**config.mk**
```make
export PLATFORM = sky130hd
export DESIGN_NAME = win_mac_l2_flat
export DESIGN_NICKNAME = d
export VERILOG_FILES = /design/src/rtl/win_mac_l2_pkg.sv /design/src/rtl/win_mac_l2_if.sv /design/src/rtl/win_mac_l2_mac_stage.sv /design/src/rtl/win_mac_l2.sv /design/src/flat_wrapper.sv
export SDC_FILE = /design/constraint.sdc
export NUM_CORES = 1
export LEC_CHECK = 0
export ABC_AREA = 1
export CAP_MARGIN = 10
export CELL_PAD_IN_SITES_DETAIL_PLACEMENT = 2
export CELL_PAD_IN_SITES_GLOBAL_PLACEMENT = 2
export CORE_ASPECT_RATIO = 1.1
export CORE_MARGIN = 8
export CORE_UTILIZATION = 32
export DETAILED_ROUTE_END_ITERATION = 12
export PLACE_DENSITY = 0.85
export SLEW_MARGIN = 20
export SYNTH_ARGS = -nofsm -noshare
export SYNTH_HDL_FRONTEND = slang
export SYNTH_SLANG_ARGS = --single-unit
```
**constraint.sdc**
```tcl
create_clock -name clk -period 9.8 [get_ports clk]
set_clock_uncertainty 0.15 [all_clocks]
set_input_delay 1.47 -clock clk [delete_from_list [all_inputs] [get_ports clk]]
set_output_delay 1.47 -clock clk [all_outputs]
set_load 0.02 [all_outputs]
```
**src/rtl/win_mac_l2_pkg.sv**
```systemverilog
// Shared layer-2 definitions: FSM states, default datapath widths and counter sizes
// used by the window MAC and the layer-2 address generator.
package win_mac_l2_pkg;
  localparam int unsigned L2_PIX_W  = 8;
  localparam int unsigned L2_WGT_W  = 8;
  localparam int unsigned L2_ACC_W  = 28;
  localparam int unsigned L2_DIM_W  = 9;
  localparam int unsigned L2_CNT_W  = 10;
  localparam int unsigned L2_IDX_W  = 18;
  localparam int unsigned L2_AREA_W = 2 * L2_DIM_W;

  typedef enum logic [1:0] {
    IDLE  = 2'd0,
    RUN   = 2'd1,
    DRAIN = 2'd2,
    DONE  = 2'd3
  } l2_state_t;
endpackage

```
**src/rtl/win_mac_l2_if.sv**
```systemverilog
// Control/data bundle between the layer-2 sequencer side and the window MAC.
interface win_mac_l2_if #(
  parameter int unsigned PIX_W = win_mac_l2_pkg::L2_PIX_W,
  parameter int unsigned WGT_W = win_mac_l2_pkg::L2_WGT_W,
  parameter int unsigned ACC_W = win_mac_l2_pkg::L2_ACC_W
) ();
  import win_mac_l2_pkg::*;

  logic                    start;
  logic                    en;
  logic [L2_DIM_W-1:0]     ht_sm;
  logic [L2_DIM_W-1:0]     wt_sm;
  logic                    conv_done;
  logic [PIX_W-1:0]        pix;
  logic signed [WGT_W-1:0] wgt;
  logic [L2_CNT_W-1:0]     count1;
  logic [L2_CNT_W-1:0]     wgt_addr;
  logic signed [ACC_W-1:0] result;
  logic                    result_valid;
  logic [L2_IDX_W-1:0]     result_idx;
  logic                    busy;
  logic                    done;

  modport master (
    output start, en, ht_sm, wt_sm, conv_done, pix, wgt,
    input  count1, wgt_addr, result, result_valid, result_idx, busy, done
  );

  modport slave (
    input  start, en, ht_sm, wt_sm, conv_done, pix, wgt,
    output count1, wgt_addr, result, result_valid, result_idx, busy, done
  );
endinterface

```
**src/rtl/win_mac_l2_mac_stage.sv**
```systemverilog
// Two-stage product/accumulate pipeline: stage 1 registers pix*wgt, stage 2
// accumulates per window and publishes the (optionally ReLU-clamped) sum.
module mac_stage #(
  parameter int unsigned PIX_W = win_mac_l2_pkg::L2_PIX_W,
  parameter int unsigned WGT_W = win_mac_l2_pkg::L2_WGT_W,
  parameter int unsigned ACC_W = win_mac_l2_pkg::L2_ACC_W,
  parameter int unsigned RELU  = 1
) (
  input  logic                    clk,
  input  logic                    rst,
  input  logic                    clr,
  input  logic                    issue,
  input  logic                    issue_first,
  input  logic                    issue_last,
  input  logic [PIX_W-1:0]        pix,
  input  logic signed [WGT_W-1:0] wgt,
  output logic signed [ACC_W-1:0] result,
  output logic                    result_valid,
  output logic                    pipe_busy
);
  localparam int unsigned PROD_W = PIX_W + WGT_W + 1;

  logic                     s1_v, s1_first, s1_last;
  logic                     s2_v, s2_first, s2_last;
  logic signed [PROD_W-1:0] pix_x, wgt_x, prod_c, prod;
  logic signed [ACC_W-1:0]  acc, acc_next;

  // pix is unsigned: zero-extend it, sign-extend the weight, multiply at full width
  always_comb begin
    pix_x    = PROD_W'({1'b0, pix});
    wgt_x    = PROD_W'(wgt);
    prod_c   = pix_x * wgt_x;
    acc_next = (s2_first ? '0 : acc) + ACC_W'(prod);
  end

  assign pipe_busy = s1_v | s2_v;

  always_ff @(posedge clk) begin
    if (rst) begin
      s1_v         <= 1'b0;
      s1_first     <= 1'b0;
      s1_last      <= 1'b0;
      s2_v         <= 1'b0;
      s2_first     <= 1'b0;
      s2_last      <= 1'b0;
      prod         <= '0;
      acc          <= '0;
      result       <= '0;
      result_valid <= 1'b0;
    end else begin
      s1_v         <= issue;
      s1_first     <= issue_first;
      s1_last      <= issue_last;
      s2_v         <= s1_v;
      s2_first     <= s1_first;
      s2_last      <= s1_last;
      result_valid <= s2_v & s2_last;
      if (s1_v) prod <= prod_c;
      if (clr) acc <= '0;
      else if (s2_v) acc <= acc_next;
      if (s2_v && s2_last)
        result <= ((RELU != 0) && acc_next[ACC_W-1]) ? '0 : acc_next;
    end
  end
endmodule

```
**src/rtl/win_mac_l2.sv**
```systemverilog
// Layer-2 window MAC: sequences window element indices, feeds the mac_stage
// pipeline and frames a pass with busy/done.
module win_mac_l2
  import win_mac_l2_pkg::*;
#(
  parameter int unsigned PIX_W = L2_PIX_W,
  parameter int unsigned WGT_W = L2_WGT_W,
  parameter int unsigned ACC_W = L2_ACC_W,
  parameter int unsigned RELU  = 1
) (
  input logic         clk,
  input logic         rst,
  win_mac_l2_if.slave bus
);
  localparam logic [L2_AREA_W-1:0] AREA_ONE = L2_AREA_W'(1);

  l2_state_t               state;
  logic [L2_CNT_W-1:0]     count1, limit;
  logic [L2_IDX_W-1:0]     result_idx;
  logic                    busy, done;
  logic [L2_AREA_W-1:0]    area;
  logic                    accept, issue;
  logic                    mac_busy, rv;
  logic signed [ACC_W-1:0] res;

  always_comb begin
    area   = L2_AREA_W'(bus.ht_sm) * L2_AREA_W'(bus.wt_sm);
    accept = (state == IDLE) && bus.start && (area != '0);
    issue  = (state == RUN) && bus.en && !bus.conv_done;
  end

  always_ff @(posedge clk) begin
    if (rst) begin
      state      <= IDLE;
      count1     <= '0;
      limit      <= '0;
      result_idx <= '0;
      busy       <= 1'b0;
      done       <= 1'b0;
    end else begin
      if (rv) result_idx <= result_idx + L2_IDX_W'(1);
      unique case (state)
        IDLE: begin
          done <= 1'b0;
          if (accept) begin
            state      <= RUN;
            limit      <= L2_CNT_W'(area - AREA_ONE);
            count1     <= '0;
            result_idx <= '0;
            busy       <= 1'b1;
          end
        end
        RUN: begin
          if (bus.conv_done) state <= DRAIN;
          else if (bus.en) count1 <= (count1 == limit) ? '0 : count1 + L2_CNT_W'(1);
        end
        DRAIN: begin
          // count1 is frozen here; it is only cleared on the way back to IDLE
          if (!mac_busy) begin
            state <= DONE;
            busy  <= 1'b0;
            done  <= 1'b1;
          end
        end
        DONE: begin
          state  <= IDLE;
          done   <= 1'b0;
          count1 <= '0;
        end
        default: state <= IDLE;
      endcase
    end
  end

  mac_stage #(
    .PIX_W(PIX_W),
    .WGT_W(WGT_W),
    .ACC_W(ACC_W),
    .RELU (RELU)
  ) u_mac (
    .clk         (clk),
    .rst         (rst),
    .clr         (accept),
    .issue       (issue),
    .issue_first (count1 == '0),
    .issue_last  (count1 == limit),
    .pix         (bus.pix),
    .wgt         (bus.wgt),
    .result      (res),
    .result_valid(rv),
    .pipe_busy   (mac_busy)
  );

  assign bus.count1       = count1;
  assign bus.wgt_addr     = count1;
  assign bus.result       = res;
  assign bus.result_valid = rv;
  assign bus.result_idx   = result_idx;
  assign bus.busy         = busy;
  assign bus.done         = done;
endmodule

```
**src/flat_wrapper.sv**
```systemverilog
// flat-port wrapper written by rule: the top's interface ports become plain ports
module win_mac_l2_flat import win_mac_l2_pkg::*;
#(
  parameter int unsigned PIX_W = L2_PIX_W,
  parameter int unsigned WGT_W = L2_WGT_W,
  parameter int unsigned ACC_W = L2_ACC_W,
  parameter int unsigned RELU  = 1
)
  (clk, rst, bus_start, bus_en, bus_ht_sm, bus_wt_sm, bus_conv_done, bus_pix, bus_wgt, bus_count1, bus_wgt_addr, bus_result, bus_result_valid, bus_result_idx, bus_busy, bus_done);
  win_mac_l2_if #(.PIX_W(PIX_W), .WGT_W(WGT_W), .ACC_W(ACC_W)) bus_i ();
  input logic clk;
  input logic rst;
  input wire logic [$bits(bus_i.start)-1:0] bus_start;
  input wire logic [$bits(bus_i.en)-1:0] bus_en;
  input wire logic [$bits(bus_i.ht_sm)-1:0] bus_ht_sm;
  input wire logic [$bits(bus_i.wt_sm)-1:0] bus_wt_sm;
  input wire logic [$bits(bus_i.conv_done)-1:0] bus_conv_done;
  input wire logic [$bits(bus_i.pix)-1:0] bus_pix;
  input wire logic [$bits(bus_i.wgt)-1:0] bus_wgt;
  output wire logic [$bits(bus_i.count1)-1:0] bus_count1;
  output wire logic [$bits(bus_i.wgt_addr)-1:0] bus_wgt_addr;
  output wire logic [$bits(bus_i.result)-1:0] bus_result;
  output wire logic [$bits(bus_i.result_valid)-1:0] bus_result_valid;
  output wire logic [$bits(bus_i.result_idx)-1:0] bus_result_idx;
  output wire logic [$bits(bus_i.busy)-1:0] bus_busy;
  output wire logic [$bits(bus_i.done)-1:0] bus_done;
  assign bus_i.start = bus_start;
  assign bus_i.en = bus_en;
  assign bus_i.ht_sm = bus_ht_sm;
  assign bus_i.wt_sm = bus_wt_sm;
  assign bus_i.conv_done = bus_conv_done;
  assign bus_i.pix = bus_pix;
  assign bus_i.wgt = bus_wgt;
  assign bus_count1 = bus_i.count1;
  assign bus_wgt_addr = bus_i.wgt_addr;
  assign bus_result = bus_i.result;
  assign bus_result_valid = bus_i.result_valid;
  assign bus_result_idx = bus_i.result_idx;
  assign bus_busy = bus_i.busy;
  assign bus_done = bus_i.done;
  win_mac_l2 #(.PIX_W(PIX_W), .WGT_W(WGT_W), .ACC_W(ACC_W), .RELU(RELU)) u_core (.clk(clk), .rst(rst), .bus(bus_i));
endmodule
```
==> results.yml <==
global_route:
  grt_pass1_vias: 12900
  grt_max_degree: 48
  grt.overflow.total: 0
  grt_usage_pct: 18.0
  grt_pass1_wl_mm: 64.1
  antenna_found_initial: 0
routing:
  ant_nets: 0
  wl_mm: 37.9
  vias: 11014
  drc_errors: 0
  first_pass_iters: 5
  routedWlPerCell_microns: 16.8
  first_iter_violations: 268
  viasPerCell: 4.87
power:
  power-per-cell-area_nw_per_um2: 189
  p_leak_uw: 0.00687
  p_sw_share_pct: 45.0
  p_switching_uw: 1170
  comb_power_share_pct: 53.9
  p_int_uw: 1430
  p_seq_share_pct: 22.5
  max-vdd-ir-drop_uv: 102
  pwr-share-clk_pct: 23.6
die:
  start_util_pct: 32.2
  num_rows: 74
  die_y_microns: 218
  coreArea_sq_um: 36900
  die_area_sq_um: 43500
  die_w_microns: 199
  top_level_ports: 108
synth:
  yosys.area_share.simple_pct: 24.9
  yosysTopAreaCell: "dfxtp_1"
  synth_top_family_by_area: "adder cells"
  synth_top_area_share_pct: 20.4
  ys_ff_latch: 121
  synth.distinct_cells: 45
  ys.flop_type: "dfxtp_1"
  yosysWarnings: 0
  synthCells: 1700
  synth_enable_flop_cells: 0
  synth_compound_area_share_pct: 10.1
  synth.cell_area_sq_um: 11900
  muxShareOfSynthArea_pct: 0
  async_flop_share_pct: 0
  synth_fa_ha_area_share_pct: 27.1
  synth-xor-area-share_pct: 4.14
  syn_nets: 1943
  syn_avg_cell_area_sq_um: 6.97
  ys_seq_area_share_pct: 20.4
  synth_area_leaders: "dfxtp_1 (20%), fa_1 (15%), nand2_1 (13%), ha_1 (12%), inv_1 (10%)"
placement:
  dp_hpwl_mm: 30.9
  place_ws_ns: 2.59
  placed_cell_area_sq_um: 13200
  dpl.cell_count: 2228
  io_buffer_count: 106
  gp_congestion: 0.830
clocking:
  cts_buffer_depth: 2
  clk_latency_ns: 0.43
  post-cts-setup-buffer-count: 0
  cts_resized: 0
  path_clk_slew_ns: 0.06
  hold_buffers: 0
  numCtsBuffers: 17
  cts.sinks: 121
  root_buffer: "clkbuf_16"
  cts_max_level: 4
  cts_tree: "built"
run:
  cap_viol_max_count: 0
layout:
  layout_commonest_cell: "nand2_1"
  drive_above_1_share_pct: 3.79
  final_nets: 1996
  nFillCells: 4399
  diodes: 0
  layout_common_cells: "nand2_1 (421), inv_1 (316), nor2_1 (154)"
  final_area_sq_um: 13800
  layoutNonFillerInstCount: 2260
  syn2layout_area_growth_pct: 16.1
setup_path:
  cp_max_fo: 46
  slowest_delay_ns: 0.73
  path_buf_inv: 4
  setup.worst_path.end_class: "flip-flop"
  worstPathRequired_ns: 9.97
  arrival_ns: 6.92
  crit_family: "adder cells"
  critPathSlowestCell: "clkdlybuf4s50_1"
  worst_setup_path_start_kind: "input port"
  path_class: "in -> reg"
  crit_chain: "clkdlybuf4s50_1 > nand2_1 > fa_1 > fa_1 > inv_1 > fa_1 > inv_1 > fa_1 > inv_1 > ha_1 > nand2_1 > nor2_1 > nand2_1 > nand3_1 > nand3_1 > nand2_1 > nor2_1 > nor2_1 > nand3_1 > nand2_4 > nand2_4 > a211oi_1"
timing:
  fin_crit_ns: 6.75
  setup_slack_ns: 3.05
  fmax_mhz: 148
  finalSetupTns_ns: 0
  finalSetupViolCount: 0
  hold_slack_ns: 0.259
  hold_viol: 0
  period_share_pct: 68.9
  maxSlewHeadroom_pct: 30.3
  rsz0062_at_grt: "false"
  tightest_slew_ns: 1.04
  slew_violations: 0
outcome:
  status: "finished clean"
hold_path:
  min_path_type: "reg -> reg"
worst paths after layout:
check	startpoint	endpoint	slack, ns	depth (start not counted)
worst min register to register	u_core.u_mac.s1_last$_SDFF_PP0_	u_core.u_mac.s2_last$_SDFF_PP0_	0.26	2
worst max-delay path	bus_wt_sm[7]	u_core.u_mac.acc[5]$_SDFFE_PP0P_	3.05	22
worst max register to register	u_core.u_mac.s2_first$_SDFF_PP0_	u_core.u_mac.result[7]$_SDFFE_PP0P_	6.48	15
worst min-delay path	u_core.u_mac.s1_last$_SDFF_PP0_	u_core.u_mac.s2_last$_SDFF_PP0_	0.26	2
layout make-up:
class	count	area, sq um	area share, %
Sequential cell	121	2420	17.6
Inverter	319	1200	8.70
Clock buffer	21	440	3.20
Timing Repair Buffer	112	1100	8.00
Clock inverter	11	124	0.900
Multi-Input combinational cell	1182	7860	57.1
Tap cell	494	618	4.49
flip-flops by register name (all words and copies together), names as in the netlist:
signal	count
u_core.u_mac.result_valid	1
u_core.bus.busy	1
u_core.u_mac.prod	17
u_core.u_mac.s1_first	1
u_core.limit	10
u_core.u_mac.s2_last	1
u_core.bus.count1	10
u_core.u_mac.result	27
u_core.u_mac.s1_last	1
u_core.u_mac.s2_v	1
u_core.u_mac.acc	28
u_core.u_mac.s1_v	1
u_core.bus.result_idx	18
u_core.state	2
u_core.u_mac.s2_first	1
u_core.bus.done	1
cell families (layout without fill, tap and decap cells):
family                     Yosys count  after routing
DFF                                121            121
xor gates and xnor gates            56             56
and+or+nand+nor                    710            710
adders and majority gates          204            204
buffers and inverters              397            463
AOI/OAI and AO/OA                  211            211
other                                1              1
synthesized netlist by cell type, types with 9 or more instances:
library cell  number
nand4_1           23
buf_4             13
nand3_1           62
clkbuf_1          55
o21ai_0           44
or2_2              9
nor2_1           154
xnor2_1           19
dfxtp_1          121
xor2_1            37
ha_1             116
nor3_1            17
inv_1            316
fa_1              88
a21oi_1          123
nand2_1          421
power by group through the flow:
stage	clock, uW	combinational [uW]	sequential [uW]
floorplan	0	1030	591
global placement	0	1320	594
detailed placement	0	1420	596
CTS	630	1430	587
global route	649	1620	593
finish	613	1400	585
per-stage QoR:
step                      util [%]  power (uW)
final                         37.3        2600
after global routing          37.3        2860
after CTS                     37.3        2640
after detailed placement      35.8        2010
after global placement        35.8        1910
after floorplan                  -        1620
worst reg2reg max path: stages, from the launching register on:
cell and delay (ns):
dfxtp_1 0.31, buf_4 0.34, nor2_1 0.11, ha_1 0.37, nand3_1 0.10, nand2_1 0.13, a21oi_2 0.10, o21ai_2 0.28
nand2_1 0.09, nand2_1 0.11, nand2_1 0.08, nand3b_1 0.09, nand2_1 0.11, nor2_4 0.52, nand2_1 0.17, a21oi_1 0.18
layer usage:
| metal | global-route usage (%) | part of all wire [%] | vias up |
|---|---|---|---|
| met4 | 4.52 | 1.4 | 0 |
| met2 | 35.1 | 55 | 103 |
| li1 | - | - | 5357 |
| met3 | 2.04 | 1.9 | 38 |
| met1 | 20.3 | 42 | 5516 |
| met5 | 0 | 0 | - |
Power figures use the tool's default switching activity.
